--- config.mk ---
export PLATFORM = sky130hd
export DESIGN_NAME = net_tx_arbiter
export DESIGN_NICKNAME = d
export VERILOG_FILES = /design/src/rtl/net_tx_arbiter.sv
export SDC_FILE = /design/constraint.sdc
export NUM_CORES = 1
export LEC_CHECK = 0
export CELL_PAD_IN_SITES_DETAIL_PLACEMENT = 1
export CELL_PAD_IN_SITES_GLOBAL_PLACEMENT = 1
export CORE_MARGIN = 3
export CORE_UTILIZATION = 28
export CTS_BUF_LIST = sky130_fd_sc_hd__clkbuf_4
export DETAILED_ROUTE_END_ITERATION = 6
export GPL_TIMING_DRIVEN = 0
export PLACE_DENSITY_LB_ADDON = 0.1
export SYNTH_ARGS = -nofsm -noshare
export SYNTH_HDL_FRONTEND = slang
export SYNTH_SLANG_ARGS = --single-unit
--- constraint.sdc ---
create_clock -name ACLK -period 3.6 [get_ports ACLK]
set_input_delay 0.72 -clock ACLK [delete_from_list [all_inputs] [get_ports ACLK]]
set_output_delay 0.72 -clock ACLK [all_outputs]
set_load 0.01 [all_outputs]
--- src/rtl/net_tx_arbiter.sv ---
// net_tx_arbiter: round-robin arbiter that funnels NUM_REQ packet sources
// into one registered {dest, payload} flit toward the network interface.
// Optional build macro NET_TX_ARB_SELF_FILTER_EN: when defined, requests
// addressed to GPU_ID are accepted and counted in drop_count, not forwarded.
// Handshake: a request transfers on the rising edge where req_valid[i] and
// req_ready[i] are both high; a flit transfers on the edge where
// net_valid_out and net_ready_in are both high.
// The FSM has two states and busy mirrors it exactly (busy == S_SEND).
module net_tx_arbiter #(
    parameter int NUM_REQ = 4,
    parameter int DEST_W  = 6,
    parameter int PAY_W   = 10,
    parameter int GPU_ID  = 19
) (
    input  logic                      ACLK,
    input  logic                      ARESETn,
    input  logic [NUM_REQ-1:0]        req_valid,
    input  logic [NUM_REQ*DEST_W-1:0] req_dest,
    input  logic [NUM_REQ*PAY_W-1:0]  req_payload,
    output logic [NUM_REQ-1:0]        req_ready,
    output logic [15:0]               net_data_out,
    output logic                      net_valid_out,
    input  logic                      net_ready_in,
    output logic [2:0]                grant_id,
    output logic                      busy,
    output logic [15:0]               tx_count,
    output logic [15:0]               drop_count
);

    localparam int IDX_W = (NUM_REQ > 1) ? $clog2(NUM_REQ) : 1;

    typedef enum logic {
        S_IDLE = 1'b0,
        S_SEND = 1'b1
    } state_t;

    state_t              state_q;
    state_t              state_d;
    logic [2:0]          last_grant;
    logic [2:0]          sel;
    logic [3:0]          cand;
    logic                found;
    logic                accept;
    logic                self_hit;
    logic                is_self;
    logic [DEST_W-1:0]   sel_dest;
    logic [PAY_W-1:0]    sel_pay;

    // Round-robin search starting one past the last granted requester, with wrap.
    always_comb begin
        found = 1'b0;
        sel   = '0;
        cand  = '0;
        for (int k = 1; k <= NUM_REQ; k++) begin
            cand = {1'b0, last_grant} + 4'(k);
            if (cand >= 4'(NUM_REQ)) begin
                cand = cand - 4'(NUM_REQ);
            end
            if (!found && req_valid[cand[IDX_W-1:0]]) begin
                found = 1'b1;
                sel   = cand[2:0];
            end
        end
    end

    // Pick the winning requester's destination and payload out of the packed buses.
    always_comb begin
        sel_dest = '0;
        sel_pay  = '0;
        for (int i = 0; i < NUM_REQ; i++) begin
            if (sel == 3'(i)) begin
                sel_dest = req_dest[i*DEST_W +: DEST_W];
                sel_pay  = req_payload[i*PAY_W +: PAY_W];
            end
        end
    end

    // Gated by ARESETn so nothing is offered while reset is held.
    assign accept  = ARESETn && (state_q == S_IDLE) && found;
    assign is_self = (sel_dest == DEST_W'(GPU_ID));

`ifdef NET_TX_ARB_SELF_FILTER_EN
    assign self_hit = is_self;
`else
    logic unused_self;
    assign unused_self = is_self;
    assign self_hit    = 1'b0;
`endif

    // One-hot ready toward the selected requester, only while idle.
    always_comb begin
        req_ready = '0;
        if (accept) begin
            req_ready[sel[IDX_W-1:0]] = 1'b1;
        end
    end

    // Next-state logic: a filtered request never enters S_SEND.
    always_comb begin
        state_d = state_q;
        case (state_q)
            S_IDLE: begin
                if (accept && !self_hit) begin
                    state_d = S_SEND;
                end
            end
            S_SEND: begin
                if (net_ready_in) begin
                    state_d = S_IDLE;
                end
            end
            default: state_d = S_IDLE;
        endcase
    end

    // State register.
    always_ff @(posedge ACLK or negedge ARESETn) begin
        if (!ARESETn) begin
            state_q <= S_IDLE;
        end else begin
            state_q <= state_d;
        end
    end

    // Flit register, grant tracking and delivery counter.
    always_ff @(posedge ACLK or negedge ARESETn) begin
        if (!ARESETn) begin
            net_data_out  <= '0;
            net_valid_out <= 1'b0;
            last_grant    <= 3'(NUM_REQ - 1);
            grant_id      <= '0;
            tx_count      <= '0;
        end else begin
            if (accept) begin
                last_grant <= sel;
                grant_id   <= sel;
                if (!self_hit) begin
                    net_data_out  <= {sel_dest, sel_pay};
                    net_valid_out <= 1'b1;
                end
            end
            if ((state_q == S_SEND) && net_ready_in) begin
                net_valid_out <= 1'b0;
                tx_count      <= tx_count + 16'd1;
            end
        end
    end

`ifdef NET_TX_ARB_SELF_FILTER_EN
    // Count self-addressed requests that were swallowed instead of sent.
    always_ff @(posedge ACLK or negedge ARESETn) begin
        if (!ARESETn) begin
            drop_count <= '0;
        end else if (accept && self_hit) begin
            drop_count <= drop_count + 16'd1;
        end
    end
`else
    assign drop_count = '0;
`endif

    assign busy = (state_q == S_SEND);

endmodule

==> flow_metrics.tcl, run 1 <==
set metrics [dict create \
    clock-sinks 39 \
    ys_ff_latch 39 \
    synth_top_area_cell "dfrtp_1" \
    die_w_um 102.5 \
    synthDistinctLibCells 47 \
    hold_class "input pin to async pin" \
    synthCells 249 \
    critPathRequiredTime_ns 2.88 \
    pre_cts_slack_ns -0.8588 \
    cts_buffers 5 \
    cts_buffer_depth 2 \
    maxSlewViolCount 0 \
    antenna_cells 0 \
    cts_root_buf "clkbuf_4" \
    drive_gt1_frac 0.2327 \
    power_density_nw_per_um2 794.8 \
    die_area_um2 10500 \
    start_util 0.2931 \
    irDropWorstVdd_v 0.0002681 \
    postCtsHoldBufs 0 \
    worstSetupPathType "register to output pin" \
    crit_path_max_fanout 9 \
    num_vias 2475 \
    postPlaceCellArea_um2 3913 \
    core_um2 8891 \
    p_leak_nw 1.895 \
    ioPinCount 128 \
    fin_crit_ns 3.588 \
    relSlewSlack 0.6583 \
    nets 477 \
    grt_pass1_wl_mm 13.39 \
    wire_per_inst_um 16.84 \
    critPathLaunchType "register" \
    period_share 0.9966 \
    fin_ws_ns 0.01241 \
    mostFrequentLayoutCell "clkdlybuf4s50_1" \
    clock_latency_ns 0.35 \
    critPathBufInv 5 \
    hpwl_mm 6.475 \
    vias_per_cell 4.834 \
    worst_slew_pin_slew_ns 0.4996 \
    synth-main-ff-cell "dfrtp_1" \
    htreeDepth 2 \
    grt_usage 0.1644 \
    grt_setup_unrepaired "yes" \
    synth_async_sr_flop_share 1.000 \
    syn_avg_cell_area_um2 10.47 \
    grt_pass1_vias 2635 \
    clock_skew_ns 0.009862 \
    reg2regPathDepth 10 \
    gp_congestion 0.8003 \
    maxCapViolCount 0 \
    crit_family "buffers and inverters" \
    grt_overflow_total 0 \
    cts_tree "built" \
    cp.depth 10 \
    first_iter_violations 49 \
    hold_viol 0 \
    synth.area.top_cells "dfrtp_1, mux2i_1, buf_4, nand2_1, o221ai_1" \
    portBuffers 109 \
    stdcell_count 512 \
    dpl.cell_count 482 \
    max_stage_delay_ns 0.57 \
    end_kind "output pin" \
    antenna_found_initial 0 \
    fmax_mhz 278.7 \
    total_power_mw 3.374 \
    routed_wl_mm 8.624 \
    synth_edf_count 0 \
    grt_start_max_net_pins 23 \
    placementRows 34 \
    clk_pin_slew_worst_paths_ns 0.13 \
    ys_warn_count 0 \
    finalSetupTns_ns 0 \
    post-route-cell-area_um2 4245 \
    critical-path-slowest-cell "dfstp_2" \
    ant_nets 0 \
    mostFrequentLayoutCells "clkdlybuf4s50_1, mux2i_1, dfrtp_1" \
    area_delta_synth_final_pct 62.89 \
    fp.dieH_um 102.5 \
    synth_top_area_frac 0.3553 \
    finalSetupViolCount 0 \
    arrival_ns 2.87 \
    worstPathCellList "buf_8 > buf_8 > mux4_2 > or3_4 > buf_6 > o211ai_4 > buf_6 > or2_4 > a21oi_2 > buf_2" \
    status "finished clean" \
    ys_seq_area_frac 0.3754 \
    dr.pass1.iters 4 \
    syn_area_um2 2606 \
    drc 0 \
]
==> report_power, final <==
part | total, mW | switching, mW | internal (mW)
Combinational | 2.43 | 1.11 | 1.32
Sequential | 0.705 | 0.106 | 0.598
Clock | 0.238 | 0.154 | 0.0844
==> worst paths after layout <==
path	from	slack [ns]	to
min	ARESETn	0.31	tx_count[12]
max	last_grant[0]	0.01	req_ready[0]
max reg2reg	last_grant[0]	0.51	net_data_out[2]
max in group asynchronous	ARESETn	2.72	last_grant[0]
min in group ACLK	tx_count[15]	0.48	tx_count[15]
min reg2reg	tx_count[15]	0.48	tx_count[15]
==> registers in the layout (all words and copies together) (netlist names) <==
signal	count
net_data_out	16
last_grant	2
net_valid_out	1
tx_count	16
busy	1
grant_id	3
==> worst register-to-register path: cells and delay by family (launching register included) <==
family / cells / cell delay [ns]
and+or+nand+nor: 3 / 0.91
muxes: 2 / 0.77
buffers and inverters: 4 / 0.59
AOI/OAI and AO/OA: 1 / 0.14
DFF: 1 / 0.57
==> cell type report <==
class,instances,area [um2]
multi-input combinational,187,1493
fill,1017,4646
clock inverter,2,13.76
inverter,7,36.28
sequential,39,978.4
tap,108,135.1
clock buffer,6,45.04
timing repair buffer,134,1306
buffer,29,237.7
==> metal layers <==
metal	track usage	vias to the layer above	routed length, um
met5	0	-	0
met4	0.04541	0	178
met3	0.04164	17	503
met2	0.2790	77	4345
met1	0.2069	1198	3597
li1	-	1183	-
==> through the flow <==
step | util | hold slack [ns]
after floorplan | - | 0.4244
after global placement | 0.4375 | 0.4648
after detailed placement | 0.4401 | 0.4740
after CTS | 0.4699 | 0.3097
after global routing | 0.4775 | 0.3080
final | 0.4775 | 0.3060
==> timing repair <==
action / CTS / global route
endpoints found under the hold margin: 0 / 0
pin swaps: 7 / 8
resized for setup: 39 / 14
buffers inserted: 21 / 3
setup endpoints to repair: 4 / 4
==> cells in the mapped netlist (3+ instances only) <==
master,n
mux2i_1,40
inv_1,7
buf_4,16
o21ai_0,4
a21oi_1,6
nand2_1,28
nand2b_1,3
mux2_2,4
ha_1,3
buf_6,3
clkbuf_1,3
dfrtp_1,37
a22o_1,3
buf_2,6
a21boi_0,3
xor2_1,3
nand4_1,6
o221ai_1,12
nand3_1,6
nor3_1,4
mux4_2,4
nor2_1,8
xnor2_1,12
==> kinds of logic (layout without fill, tap and decap cells) <==
kind of cell | after synthesis | after routing | synth area share
other | 1 | 16 | 0.001439
XOR/XNOR | 15 | 15 | 0.05041
flip-flops | 39 | 39 | 0.3754
AND/OR/NAND/NOR | 68 | 68 | 0.1373
multiplexers | 48 | 48 | 0.2055
buffers and inverters | 38 | 178 | 0.1023
AO/OA/AOI/OAI | 37 | 37 | 0.1133
adder cells (fa/ha/maj) | 3 | 3 | 0.01440
Power figures use the tool's default switching activity.
==> inputs of run 2 (changes only) <==
CORE_UTILIZATION = 44   (was 28)
DONT_BUFFER_PORTS = 1   (was not set)
==> flow_metrics.tcl, run 2 (same netlist as run 1, synthesis figures left out) <==
set metrics [dict create \
    status "finished clean" \
    core_um2 5608 \
    hold_slack_ns 0.04852 \
    worst_slew_pin_slew_ns 0.4654 \
    drc 0 \
    clk_pin_slew_worst_paths_ns 0.13 \
    vias_per_cell 5.667 \
    max_stage_delay_ns 0.57 \
    antenna_found_initial 0 \
    portBuffers 0 \
    pre_cts_slack_ns -0.2826 \
    dr.pass1.iters 4 \
    placementRows 27 \
    area_delta_synth_final_pct 18.00 \
    ioPinCount 128 \
    grt_setup_unrepaired "no" \
    relSlewSlack 0.6817 \
    grt_start_max_net_pins 41 \
    top_layer "met4" \
    met2_length_mm 3.341 \
    cts_root_buf "clkbuf_4" \
    finalSetupTns_ns 0 \
    htreeDepth 2 \
    finalSetupViolCount 0 \
    fp.dieH_um 82.96 \
    ant_nets 0 \
    worstSetupPathType "register to output pin" \
    wire_per_inst_um 18.34 \
    met1_length_mm 2.725 \
    mostFrequentLayoutCell "mux2i_1" \
    hold_viol 0 \
    critPathBufInv 2 \
    postPlaceCellArea_um2 2754 \
    cts_buffers 5 \
    gp_congestion 0.7447 \
    post-route-cell-area_um2 3075 \
    arrival_ns 2.76 \
    total_power_mw 3.019 \
    end_kind "output pin" \
    clock-sinks 39 \
    power_density_nw_per_um2 981.6 \
    die_area_um2 6882 \
    cpMostUsedCell "or3_4" \
    grt_usage 0.1971 \
    maxSlewViolCount 0 \
    crit_path_max_fanout 9 \
    fin_ws_ns 0.1204 \
    critical-path-slowest-cell "mux4_2" \
    start_util 0.4647 \
    grt_pass1_vias 2184 \
    hpwl_mm 4.818 \
    postCtsHoldBufs 0 \
    drive_gt1_frac 0.2852 \
    p_leak_nw 1.443 \
    antenna_cells 0 \
    die_w_um 82.96 \
    mostFrequentLayoutCells "mux2i_1, dfrtp_1, buf_4" \
    clock_skew_ns 0.01570 \
    nets 364 \
    top_regs "net_data_out (16), tx_count (16), grant_id (3)" \
    critPathLaunchType "register" \
    crit_family "simple AND/OR/NAND/NOR gates" \
    routed_wl_mm 6.656 \
    critPathRequiredTime_ns 2.88 \
    clock_latency_ns 0.34 \
    first_iter_violations 47 \
    grt_overflow_total 0 \
    hold_class "input pin to async pin" \
    fin_crit_ns 3.480 \
    worstPathCellList "buf_6 > buf_4 > mux4_2 > or3_4 > or3_4 > a21oi_4" \
    irDropWorstVdd_v 0.0005215 \
    period_share 0.9665 \
    num_vias 2057 \
    dr_wl_met3_um 549 \
    cts_tree "built" \
    grt_pass1_wl_mm 11.18 \
    fmax_mhz 287.4 \
    maxCapViolCount 0 \
    cts_buffer_depth 2 \
]
## run 2: final cells by class
class / count / area [um2]
flip-flops and latches: 39 / 978.4
clock inverters: 3 / 38.79
fillers: 651 / 2532
inverters: 7 / 26.28
multi-input cells: 187 / 1505
well taps: 72 / 90.09
plain buffers: 29 / 234.0
clock buffers: 5 / 37.54
repair buffers: 21 / 165.2
## run 2: path summary, 6_finish.rpt
kind	endpoint	cells after the start	slack (ns)	startpoint
hold reg to reg	tx_count[15]	1	0.55	tx_count[15]
max in group asynchronous	last_grant[1]	0	3.36	ARESETn
setup / recovery	req_ready[0]	6	0.12	last_grant[0]
setup reg to reg	net_data_out[9]	10	0.35	last_grant[0]
hold / removal	net_data_out[3]	0	0.05	ARESETn
min in group ACLK	busy	1	0.47	net_ready_in
## run 2: power by group
part / internal (mW) / switching [mW]
combinational: 0.997 / 0.933
clock: 0.143 / 0.144
sequential: 0.598 / 0.203
total: 1.74 / 1.28
## run 2: worst register-to-register path, stage by stage, from the launching register on
cell and delay, ns:
dfstp_2 0.56, buf_6 0.10, buf_4 0.17, mux4_2 0.57
or3_4 0.41, or3_4 0.41, nand2_8 0.12, buf_4 0.23
buf_12 0.18, mux2i_1 0.23, o221ai_1 0.14
## run 2: what timing repair did
action	CTS	global route
pin swaps	6	6
setup endpoints to repair	4	4
resized for setup	19	6
setup buffers	19	2
## run 2: per-stage QoR
stage                       util  instances
after floorplan                -        264
after global placement    0.4911        336
after detailed placement  0.4911        336
after CTS                 0.5437        362
after global routing      0.5484        363
final                     0.5484        363
## run 2: per-layer routing
layer,up-vias,GRT usage
met3,5,0.07440
met2,84,0.3236
met5,-,0
met4,0,0.04160
met1,1014,0.2478
li1,954,-
==> inputs of run 3 (changes only) <==
CORE_UTILIZATION = 45   (was 44)
clock period = 4.1 ns   (was 3.6 ns; I/O delays follow)
==> flow_metrics.tcl, run 3 (same netlist as run 1, synthesis figures left out) <==
set metrics [dict create \
    status "finished clean" \
    die_area_um2 6740 \
    ant_nets 0 \
    portBuffers 0 \
    drive_gt1_frac 0.2145 \
    cts_root_buf "clkbuf_4" \
    max_stage_delay_ns 0.58 \
    grt_usage 0.1826 \
    end_kind "output pin" \
    postCtsHoldBufs 0 \
    area_delta_synth_final_pct 9.938 \
    stdcell_count 347 \
    num_vias 1968 \
    hpwl_mm 4.690 \
    worstPathCellList "buf_6 > inv_1 > ha_4 > mux4_2 > or4b_1 > o311ai_4 > nand2_8 > buf_6 > nor2_2" \
    dr.pass1.iters 4 \
    antenna_cells 0 \
    maxCapViolCount 0 \
    critPathLaunchType "register" \
    vias_per_cell 5.671 \
    core_um2 5540 \
    critPathRequiredTime_ns 3.28 \
    grt_overflow_total 0 \
    start_util 0.4704 \
    hold_viol 0 \
    p_leak_nw 1.332 \
    mostFrequentLayoutCell "mux2i_1" \
    critPathBufInv 3 \
    drc 0 \
    finalSetupViolCount 0 \
    power_density_nw_per_um2 810.3 \
    hold_slack_ns 0.1555 \
    dpl.cell_count 336 \
    clock-sinks 39 \
    htreeDepth 2 \
    cts_tree "built" \
    worstSetupPathType "register to output pin" \
    gp_congestion 0.7971 \
    crit_path_max_fanout 10 \
    irDropWorstVdd_v 0.0003228 \
    period_share 0.9610 \
    fin_crit_ns 3.940 \
    first_iter_violations 89 \
    top_regs "net_data_out (16), tx_count (16), grant_id (3)" \
    fin_ws_ns 0.1600 \
    wire_per_inst_um 17.92 \
    cts_buffer_depth 2 \
    crit_family "simple AND/OR/NAND/NOR gates" \
    grt_pass1_wl_mm 9.515 \
    clock_latency_ns 0.34 \
    maxSlewViolCount 0 \
    pre_cts_slack_ns -0.02347 \
    cts_buffers 5 \
    ioPinCount 128 \
    routed_wl_mm 6.219 \
    placementRows 27 \
    fp.dieH_um 82.10 \
    mostFrequentLayoutCells "mux2i_1, dfrtp_1, nand2_1" \
    clk_pin_slew_worst_paths_ns 0.12 \
    die_w_um 82.10 \
    grt_start_max_net_pins 41 \
    cpMostUsedCell "buf_6" \
    fmax_mhz 253.8 \
    hold_class "input pin to async pin" \
    grt_pass1_vias 1935 \
    arrival_ns 3.12 \
    antenna_found_initial 0 \
    final_util 0.5172 \
    nets 348 \
    critical-path-slowest-cell "or4b_1" \
    clock_skew_ns 0.009274 \
]
[run 3: where the power goes]
part | switching [mW] | internal [mW]
registers | 0.174 | 0.525
clock network | 0.129 | 0.0630
logic | 0.722 | 0.709
[run 3: final cells by class]
| type | count | area (um2) |
|---|---|---|
| Buffer | 29 | 231.5 |
| Tap cell | 72 | 90.09 |
| Fill cell | 650 | 2675 |
| Inverter | 7 | 26.28 |
| Clock buffer | 5 | 37.54 |
| Clock inverter | 3 | 15.01 |
| Multi-Input combinational cell | 187 | 1449 |
| Timing Repair Buffer | 5 | 37.54 |
| Sequential cell | 39 | 978.4 |
[run 3: metal layers]
layer,wire length [um],part of all wire,track usage
met1,2732,0.44,0.2473
met2,2955,0.48,0.2876
met3,462,0.074,0.05098
met4,69,0.011,0.04817
met5,0,0,0
[run 3: timing repair]
item / CTS / global route
setup endpoints to repair: 4 / 3
setup buffers: 1 / 4
gates cloned: 0 / 0
gates resized for setup: 4 / 2
[run 3: metrics by stage]
step / setup TNS [ns] / power [mW] / area, um2
3_5_place_dp: -0.02347 / 2.058 / 2753
2_1_floorplan: 0 / 1.790 / 2663
3_3_place_gp: 0 / 2.024 / 2753
6_report: 0 / 2.322 / 2865
4_1_cts: 0 / 2.274 / 2821
5_1_grt: -0.0001352 / 2.517 / 2865
[run 3: final timing paths]
kind | slack (ns) | end | cells past startpoint | from
max in group asynchronous | 3.76 | last_grant[1] | 0 | ARESETn
min | 0.16 | net_data_out[3] | 0 | ARESETn
min in group ACLK | 0.55 | tx_count[15] | 1 | tx_count[15]
max reg2reg | 0.92 | net_data_out[2] | 10 | last_grant[0]
max | 0.16 | req_ready[3] | 9 | last_grant[0]
min reg2reg | 0.55 | tx_count[15] | 1 | tx_count[15]
[run 3: worst reg2reg max path, cell delays in order (launching register included)]
cell	delay, ns
dfstp_2	0.56
buf_6	0.14
inv_1	0.12
ha_4	0.34
mux4_2	0.36
or3_4	0.40
o211ai_2	0.39
or2_1	0.22
or2_2	0.15
buf_2	0.21
o221ai_1	0.16
